### config.mk
export PLATFORM = sky130hd
export DESIGN_NAME = lcd_bus_monitor
export DESIGN_NICKNAME = d
export VERILOG_FILES = /design/src/rtl/lcd_bus_monitor.sv
export SDC_FILE = /design/constraint.sdc
export NUM_CORES = 1
export LEC_CHECK = 0
export CORE_MARGIN = 2
export CORE_UTILIZATION = 45
export DETAILED_ROUTE_END_ITERATION = 10
export SLEW_MARGIN = 30
export SYNTH_ARGS = -nofsm -noshare
export SYNTH_HDL_FRONTEND = slang
export SYNTH_SLANG_ARGS = --single-unit
export TNS_END_PERCENT = 5
### constraint.sdc
create_clock -name clk -period 4 [get_ports clk]
set_input_delay 0.6 -clock clk [delete_from_list [all_inputs] [get_ports clk]]
set_output_delay 0.6 -clock clk [all_outputs]
set_load 0.03 [all_outputs]
### src/rtl/lcd_bus_monitor.sv
// Receive-side model of an HD44780-style 8-bit LCD bus: latches transfers on the
// falling edge of en, decodes instructions and mirrors the first 16 characters.
module lcd_bus_monitor #(
  parameter int BUSY_CYCLES     = 2000,
  parameter int CLR_BUSY_CYCLES = 60000
) (
  input  logic       clk,
  input  logic       rst_n,
  input  logic       rs,
  input  logic       en,
  input  logic       rw,
  input  logic [7:0] dat,
  input  logic [3:0] rd_addr,
  output logic [7:0] rd_data,
  input  logic       err_clr,
  output logic       char_wr,
  output logic [3:0] char_addr,
  output logic [7:0] char_dat,
  output logic       line_done,
  output logic [6:0] ddram_addr,
  output logic       disp_on,
  output logic       cursor_on,
  output logic       blink_on,
  output logic       inc_mode,
  output logic       busy,
  output logic       err_overrun,
  output logic       err_unsupported,
  output logic       err_read
);

  localparam int MAX_BUSY = (CLR_BUSY_CYCLES > BUSY_CYCLES) ? CLR_BUSY_CYCLES : BUSY_CYCLES;
  localparam int CW = $clog2(MAX_BUSY + 1);
  localparam logic [CW-1:0] BUSY_LD = CW'(BUSY_CYCLES);
  localparam logic [CW-1:0] CLR_LD  = CW'(CLR_BUSY_CYCLES);
  localparam logic [6:0] ADDR_MAX = 7'h4F;
  localparam logic [7:0] BLANK = 8'h20;

  function automatic logic [6:0] addr_step(input logic [6:0] a, input logic up);
    if (up) return (a == ADDR_MAX) ? 7'h00 : a + 7'd1;
    else    return (a == 7'h00) ? ADDR_MAX : a - 7'd1;
  endfunction

  logic       en_p0, en_p1, en_p2;
  logic       rs_p0, rs_p1, rw_p0, rw_p1;
  logic [7:0] dat_p0, dat_p1;
  logic       vld_p1;
  logic [7:0] line_buf [16];
  logic [CW-1:0] busy_cnt;

  logic [6:0] addr_nxt;
  logic       disp_nxt, cursor_nxt, blink_nxt, inc_nxt;
  logic       wr_en, clr_buf, load_busy, load_long;
  logic       ev_overrun, ev_unsup, ev_read;

  // Stage p0/p1: two-flop synchronizers; en_p2 holds the previous synced en
  always_ff @(posedge clk or negedge rst_n) begin
    if (!rst_n) begin
      en_p0  <= 1'b0;  en_p1 <= 1'b0;  en_p2 <= 1'b0;
      rs_p0  <= 1'b0;  rs_p1 <= 1'b0;
      rw_p0  <= 1'b0;  rw_p1 <= 1'b0;
      dat_p0 <= '0;    dat_p1 <= '0;
    end else begin
      en_p0  <= en;    en_p1 <= en_p0;  en_p2 <= en_p1;
      rs_p0  <= rs;    rs_p1 <= rs_p0;
      rw_p0  <= rw;    rw_p1 <= rw_p0;
      dat_p0 <= dat;   dat_p1 <= dat_p0;
    end
  end

  assign vld_p1 = en_p2 & ~en_p1;
  assign busy   = (busy_cnt != '0);

  always_comb begin
    addr_nxt   = ddram_addr;
    disp_nxt   = disp_on;
    cursor_nxt = cursor_on;
    blink_nxt  = blink_on;
    inc_nxt    = inc_mode;
    wr_en      = 1'b0;
    clr_buf    = 1'b0;
    load_busy  = 1'b0;
    load_long  = 1'b0;
    ev_overrun = 1'b0;
    ev_unsup   = 1'b0;
    ev_read    = 1'b0;
    if (vld_p1) begin
      ev_overrun = busy;
      if (rw_p1) begin
        ev_read = 1'b1;
      end else begin
        load_busy = 1'b1;
        if (rs_p1) begin
          wr_en    = (ddram_addr < 7'd16);
          addr_nxt = addr_step(ddram_addr, inc_mode);
        end else if (dat_p1[7]) begin
          if (dat_p1[6:0] <= ADDR_MAX) addr_nxt = dat_p1[6:0];
          else begin
            addr_nxt = 7'h00;
            ev_unsup = 1'b1;
          end
        end else if (dat_p1[6]) begin
          ev_unsup = 1'b1;
        end else if (!dat_p1[5]) begin
          // Function set (001x_xxxx) falls through with no state change
          if (dat_p1[4]) begin
            if (!dat_p1[3]) addr_nxt = addr_step(ddram_addr, dat_p1[2]);
          end else if (dat_p1[3]) begin
            {disp_nxt, cursor_nxt, blink_nxt} = dat_p1[2:0];
          end else if (dat_p1[2]) begin
            inc_nxt = dat_p1[1];
          end else if (dat_p1[1]) begin
            addr_nxt  = 7'h00;
            load_long = 1'b1;
          end else if (dat_p1[0]) begin
            clr_buf   = 1'b1;
            addr_nxt  = 7'h00;
            inc_nxt   = 1'b1;
            load_long = 1'b1;
          end
        end
      end
    end
  end

  // Stage p2: architectural state, buffer and output pulses
  always_ff @(posedge clk or negedge rst_n) begin
    if (!rst_n) begin
      for (int i = 0; i < 16; i++) line_buf[i] <= BLANK;
      ddram_addr      <= 7'h00;
      disp_on         <= 1'b0;
      cursor_on       <= 1'b0;
      blink_on        <= 1'b0;
      inc_mode        <= 1'b1;
      busy_cnt        <= '0;
      err_overrun     <= 1'b0;
      err_unsupported <= 1'b0;
      err_read        <= 1'b0;
      char_wr         <= 1'b0;
      line_done       <= 1'b0;
      char_addr       <= 4'h0;
      char_dat        <= BLANK;
      rd_data         <= BLANK;
    end else begin
      for (int i = 0; i < 16; i++) begin
        if (clr_buf) line_buf[i] <= BLANK;
        else if (wr_en && ddram_addr[3:0] == 4'(i)) line_buf[i] <= dat_p1;
      end
      ddram_addr <= addr_nxt;
      disp_on    <= disp_nxt;
      cursor_on  <= cursor_nxt;
      blink_on   <= blink_nxt;
      inc_mode   <= inc_nxt;
      if (load_busy)     busy_cnt <= load_long ? CLR_LD : BUSY_LD;
      else if (busy)     busy_cnt <= busy_cnt - 1'b1;
      err_overrun     <= ev_overrun | (err_overrun & ~err_clr);
      err_unsupported <= ev_unsup   | (err_unsupported & ~err_clr);
      err_read        <= ev_read    | (err_read & ~err_clr);
      char_wr   <= wr_en;
      line_done <= wr_en && (ddram_addr[3:0] == 4'hF);
      if (wr_en) begin
        char_addr <= ddram_addr[3:0];
        char_dat  <= dat_p1;
      end
      rd_data <= line_buf[rd_addr];
    end
  end

endmodule

==> summary.md, run 1 <==
| Metric | Value |
|---|---|
| Fmax | 304.3 MHz |
| Sequential area share after synthesis | 0.5463 |
| WHS | 0.1646 ns |
| Slew HR | 0.3453 |
| Met3 Resource Use GR | 0.03252 |
| Placer's final routability congestion estimate | 0.8246 |
| I/O pin cnt | 55 |
| P_sw | 1.829 mW |
| VDD IR max | 0.2992 mV |
| CTS tree | done |
| Worst r2r path cells | 6 |
| Flops & latches, synth | 203 |
| Die width | 148.1 µm |
| Die area | 21930 µm² |
| Max cap viols | 0 |
| Kind of critical path | reg2out |
| Postcts setup bufs | 0 |
| Setup crit start kind | flip-flop |
| Initial Util | 0.4602 |
| Main area contributors after synthesis | dfrtp_1, mux4_2, a22o_1 |
| CTS Root Buffer Type | clkbuf_16 |
| First-pass GRT wire length | 37.74 mm |
| Post-synth cell types | 63 |
| 1st-iter DRT viols | 570 |
| RSZ-0062 raised after global routing | no |
| Share of the synthesized area in the top cell type | 0.4929 |
| Gr ovfl total | 0 |
| # DRC | 0 |
| Share of layout cells above drive strength 1 | 0.1709 |
| Worst setup EP type | primary output |
| Latest clock arrival within the worst-skew pair | 0.51 ns |
| Die height | 148.1 µm |
| R2R setup slack | 1.02 ns |
| Count leader, synth | dfrtp_1 |
| Clock network power share | 0.340 |
| Total nets after synthesis | 782 |
| Inserted Clock Buffers | 22 |
| Routed Antenna Nets | 0 |
| EDFF count, synth | 0 |
| Final setup TNS | 0 ns |
| Cts hold-fix bufs | 0 |
| Post-Synthesis Cells | 758 |
| Crit-path max FO | 7 |
| Placed cells | 1026 |
| YS warnings | 0 |
| Pwr Density | 565.1 nW/µm² |
| Met2 usage | 0.3433 |
| Sequential Area | 5107 µm² |
| Total track usage | 0.2178 |
| Vias/cell | 6.038 |
| Initial antenna violation count | 0 |
| Std-Cell Rows | 52 |
| Worst-path clk slew | 0.07 ns |
| Cell Area, Synth | 9341 µm² |
| # H-tree levels | 1 |
| CP arrival | 2.69 ns |
| Global route hottest layer | met2 |
| Drt first pass iters | 5 |
| # diodes | 0 |
| FILL cells | 1718 |
| Pleak | 4.712 nW |
| Max Transition Viols Final | 0 |
| Net Sw Frac | 0.3000 |
| Final setup fails | 0 |
| Primary FF master, synth | dfrtp_1 |
| FFs w/ async S/R, synth | 1.000 |
| Total Wirelength | 23.29 mm |
| Worst slew pin tran | 0.9820 ns |
| DP HPWL | 15.28 mm |
| Tightest Hold Check Type | in2async |
| Port Buffers | 54 |
| Commonest cells post-synth | dfrtp_1, a22o_1, nand2_1 |
| Largest net degree at the start of global routing | 95 |
| Status | complete, no violations |
| Pint | 4.269 mW |
| Clock Path Buffers | 3 |
| Layout area overhead | 15.51% |
| Flop pwr share | 0.446 |
| Met1 usage | 0.3139 |
| Tmin final | 3.286 ns |
| Fin nets | 804 |
| Post-cts sizing count | 0 |
| DR vias | 6437 |
| Post-Syn Area per Cell | 12.32 µm² |
| Clk_skew | 0.01294 ns |
| WL/cell | 21.85 µm |
| Final Non-Filler Cells | 1066 |
| Cell taking the most area after synthesis | dfrtp_1 |
| Data required time of the worst path | 3.40 ns |
| Final hold violation count | 0 |
| CORE AREA | 20300 µm² |
| Vias in the first global route | 6669 |
| Final worst path period share | 0.8215 |
| Total Power | 6.098 mW |
| Combinational Power Share | 0.214 |
| Clock sink count | 203 |
| Area occupied by multi-input gates | 3905 µm² |
[registers in the layout, indices dropped and copies added, names as in the netlist, 4 cells and up]
signal / cells
dat_p1: 8
dat_p0: 8
ddram_addr: 7
char_dat: 8
rd_data: 8
busy_cnt: 16
char_addr: 4
line_buf: 128
[cells by family (layout without fill, tap and decap cells)]
logic type      Yosys count  after routing  synth area share
flops                   203            203            0.5463
simple gates            194            194            0.1054
compound gates          169            169            0.1386
mux                      88             88            0.1500
buf+inv                  82            120           0.03657
xor+xnor                 16             16           0.01500
fa+ha+maj                 6              6          0.008036
[worst max-delay path: stages (launching register included)]
cell,delay (ns)
dfrtp_1,0.41
or4_1,0.69
nor4_4,0.36
inv_2,0.11
clkdlybuf4s50_1,0.60
[cell type report]
cell class	count	area share
clock buffer	31	0.05798
clock inverter	9	0.01078
inverter	13	0.004522
multi-input combinational	473	0.3619
sequential	203	0.4733
tap	270	0.03131
timing repair buffer	67	0.06018
[per-layer routing]
metal	up-vias	wire length, µm
met1	3328	10380
met3	41	1285
li1	2837	-
met4	0	705
met2	231	10920
met5	-	0
[power groups by stage]
stage / Sequential (mW) / Clock [mW] / Combinational, mW
floorplan: 2.80 / 0 / 0.746
global placement: 2.73 / 0 / 1.27
detailed placement: 2.75 / 0 / 1.30
CTS: 2.72 / 2.11 / 1.31
global route: 2.76 / 2.20 / 1.41
finish: 2.72 / 2.07 / 1.30
[final timing paths]
path	startpoint	endpoint
max reg2reg	ddram_addr[5]	line_buf[106]
min in group clk	dat_p0[3]	dat_p1[3]
min reg2reg	dat_p0[3]	dat_p1[3]
max in group asynchronous	rst_n	line_buf[53]
max	busy_cnt[10]	busy
min	rst_n	line_buf[116]
[placed cells by master, fill, tap and decap left out, types with 3 or more instances in the layout]
master           Yosys  routed
and2_1               3       3
nor3b_1              3       3
o21ai_0             19      19
a21oi_1             20      20
o211ai_1             3       3
mux4_2              40      40
nor4_1               4       4
nand2b_1             6       6
clkbuf_1            41       6
clkdlybuf4s50_1      0      52
nor3_1               8       8
xor2_1               7       7
nor2b_1              6       6
clkinv_4             0       4
buf_4                1      12
a22o_1              85      85
o31a_1               4       4
nand2_1             61      61
nor2_1              48      48
or4_1                5       5
o21a_1               3       3
ha_1                 6       6
dfrtp_2              0       3
mux2_2              16      16
a211oi_1             6       6
and3_1              19      19
nand3_1              8       8
dfstp_2             19      19
clkbuf_8             0       3
or3_1                6       6
mux2i_1             32      32
dfrtp_1            184     181
a31oi_1              6       6
a21o_1               3       3
inv_1               10      10
clkbuf_16            0      23
o41ai_1              3       3
xnor2_1              9       9
[through the flow]
stage / area [µm²] / utilization / setup slack (ns)
after global routing: 10790 / 0.5316 / 0.5607
final: 10790 / 0.5316 / 0.7141
after CTS: 10790 / 0.5314 / 0.6919
after floorplan: 9341 / - / 1.606
after global placement: 10040 / 0.4948 / 1.167
after detailed placement: 10050 / 0.4949 / 1.083
No activity file was read; power rests on OpenSTA's default activity.
==> inputs of run 2 (changes only) <==
--- a/config.mk
+++ b/config.mk
@@ -8,6 +8,7 @@
 export CORE_MARGIN = 2
 export CORE_UTILIZATION = 45
 export DETAILED_ROUTE_END_ITERATION = 10
+export PLACE_DENSITY = 0.65
 export SLEW_MARGIN = 30
 export SYNTH_ARGS = -nofsm -noshare
 export SYNTH_HDL_FRONTEND = slang
==> constraint.sdc (replaced) <==
create_clock -name clk -period 2.8 [get_ports clk]
set_input_delay 0.42 -clock clk [delete_from_list [all_inputs] [get_ports clk]]
set_output_delay 0.42 -clock clk [all_outputs]
set_load 0.03 [all_outputs]
==> summary.md, run 2 (same netlist as run 1, synthesis figures left out) <==
| Metric | Value |
|---|---|
| Status | complete, no violations |
| Util after Layout | 0.5375 |
| Fin nets | 816 |
| Kind of critical path | reg2out |
| Initial Util | 0.4602 |
| Placed cells | 1034 |
| Max reg flops | 128 |
| # diodes | 0 |
| Max cap viols | 0 |
| First-pass GRT wire length | 36.11 mm |
| Final Non-Filler Cells | 1077 |
| DR vias | 6404 |
| Final hold violation count | 0 |
| CTS tree | done |
| Std-Cell Rows | 52 |
| Total track usage | 0.2076 |
| Routed Antenna Nets | 0 |
| Worst setup EP type | primary output |
| Share of layout cells above drive strength 1 | 0.1809 |
| Drt first pass iters | 7 |
| Clock sink count | 203 |
| I/O pin cnt | 55 |
| Final worst path period share | 0.9298 |
| # DRC | 0 |
| Biggest register | line_buf |
| WHS | 0.3456 ns |
| WL/cell | 20.70 µm |
| Inserted Clock Buffers | 22 |
| Vias/cell | 5.946 |
| Die height | 148.1 µm |
| FILL cells | 1722 |
| Most common cell after layout, fill and taps aside | dfrtp_1 |
| Pwr Density | 792.3 nW/µm² |
| Total Wirelength | 22.30 mm |
| # H-tree levels | 1 |
| Gr ovfl total | 0 |
| Data required time of the worst path | 2.38 ns |
| Final setup TNS | 0 ns |
| Worst slack, placed | 0.1946 ns |
| Worst slew pin tran | 0.7682 ns |
| Clock Path Buffers | 3 |
| Worst-path clk slew | 0.06 ns |
| Final setup fails | 0 |
| Die width | 148.1 µm |
| Placer's final routability congestion estimate | 0.8516 |
| CTS Root Buffer Type | clkbuf_16 |
| Largest net degree at the start of global routing | 77 |
| Tightest Hold Check Type | reg2reg |
| Die area | 21930 µm² |
| CORE AREA | 20300 µm² |
| Setup crit start kind | flip-flop |
| Fmax | 384.1 MHz |
| Clk_skew | 0.01858 ns |
| Latest clock arrival within the worst-skew pair | 0.51 ns |
| DP HPWL | 14.54 mm |
| Hold path start | dat_p0[2] |
| Crit-path max FO | 4 |
| Reg2reg start | ddram_addr[0] |
| Max Transition Viols Final | 0 |
| RSZ-0062 raised after global routing | no |
| Regs by FF count | line_buf x128, busy_cnt x16 |
| Most frequent cells in the layout | dfrtp_1, a22o_1, nand2_1 |
| Vias in the first global route | 6587 |
| VDD IR max | 0.3724 mV |
| Slew HR | 0.4806 |
| Layout area overhead | 16.81% |
| CP Launch Point | busy_cnt[0] |
| Fin worst setup slack | 0.1966 ns |
| Initial antenna violation count | 0 |
| Port Buffers | 54 |
| 1st-iter DRT viols | 554 |
| CP arrival | 2.18 ns |
| Pleak | 4.776 nW |
| Tmin final | 2.603 ns |
run 2: where the power goes:
group	switching (mW)	internal, mW
Clock	1.16	1.72
Combinational	1.01	0.944
Sequential	0.377	3.43
Total	2.55	6.09
run 2: cell type report:
class | count | area [µm²] | share of cell area
Tap cell | 270 | 337.8 | 0.03096
Sequential cell | 203 | 5104 | 0.4677
Multi-Input combinational cell | 473 | 3909 | 0.3582
Clock inverter | 9 | 115.1 | 0.01055
Clock buffer | 30 | 610.6 | 0.05596
Timing Repair Buffer | 79 | 787.0 | 0.07212
Inverter | 13 | 48.80 | 0.004472
run 2: metrics by stage:
stage	instance area (µm²)	power (mW)
final	10910	8.645
after global routing	10910	9.024
after CTS	10890	8.696
after detailed placement	10150	5.793
after global placement	10150	5.707
after floorplan	9341	5.061
run 2: per-layer routing:
layer  track usage  wire length, µm  part of all wire
met5             0                0                 0
met4       0.06048              580             0.026
met3       0.03252             1285             0.058
met2        0.3391            10730              0.48
met1        0.2907             9704              0.44
run 2: final timing paths:
kind,endpoint,cells past startpoint,slack [ns]
worst max-delay path,busy,6,0.20
worst min-delay path,dat_p1[2],0,0.35
worst max register to register,ddram_addr[3],6,0.35
worst min register to register,dat_p1[2],0,0.35
max in group asynchronous,line_buf[77],3,1.47
min in group asynchronous,line_buf[118],2,0.48
run 2: timing repair:
item	in CTS	in global routing
hold endpoints to repair	61	0
setup endpoints to repair	1	1
pin swaps	0	1
setup buffers	0	3
resized for setup	5	2
hold buffers	1	0
run 2: worst max-delay path: stages (launching register included):
cell	delay, ns
dfrtp_1	0.41
inv_2	0.09
ha_1	0.14
or4b_4	0.47
nor4_4	0.30
inv_2	0.09
buf_2	0.18
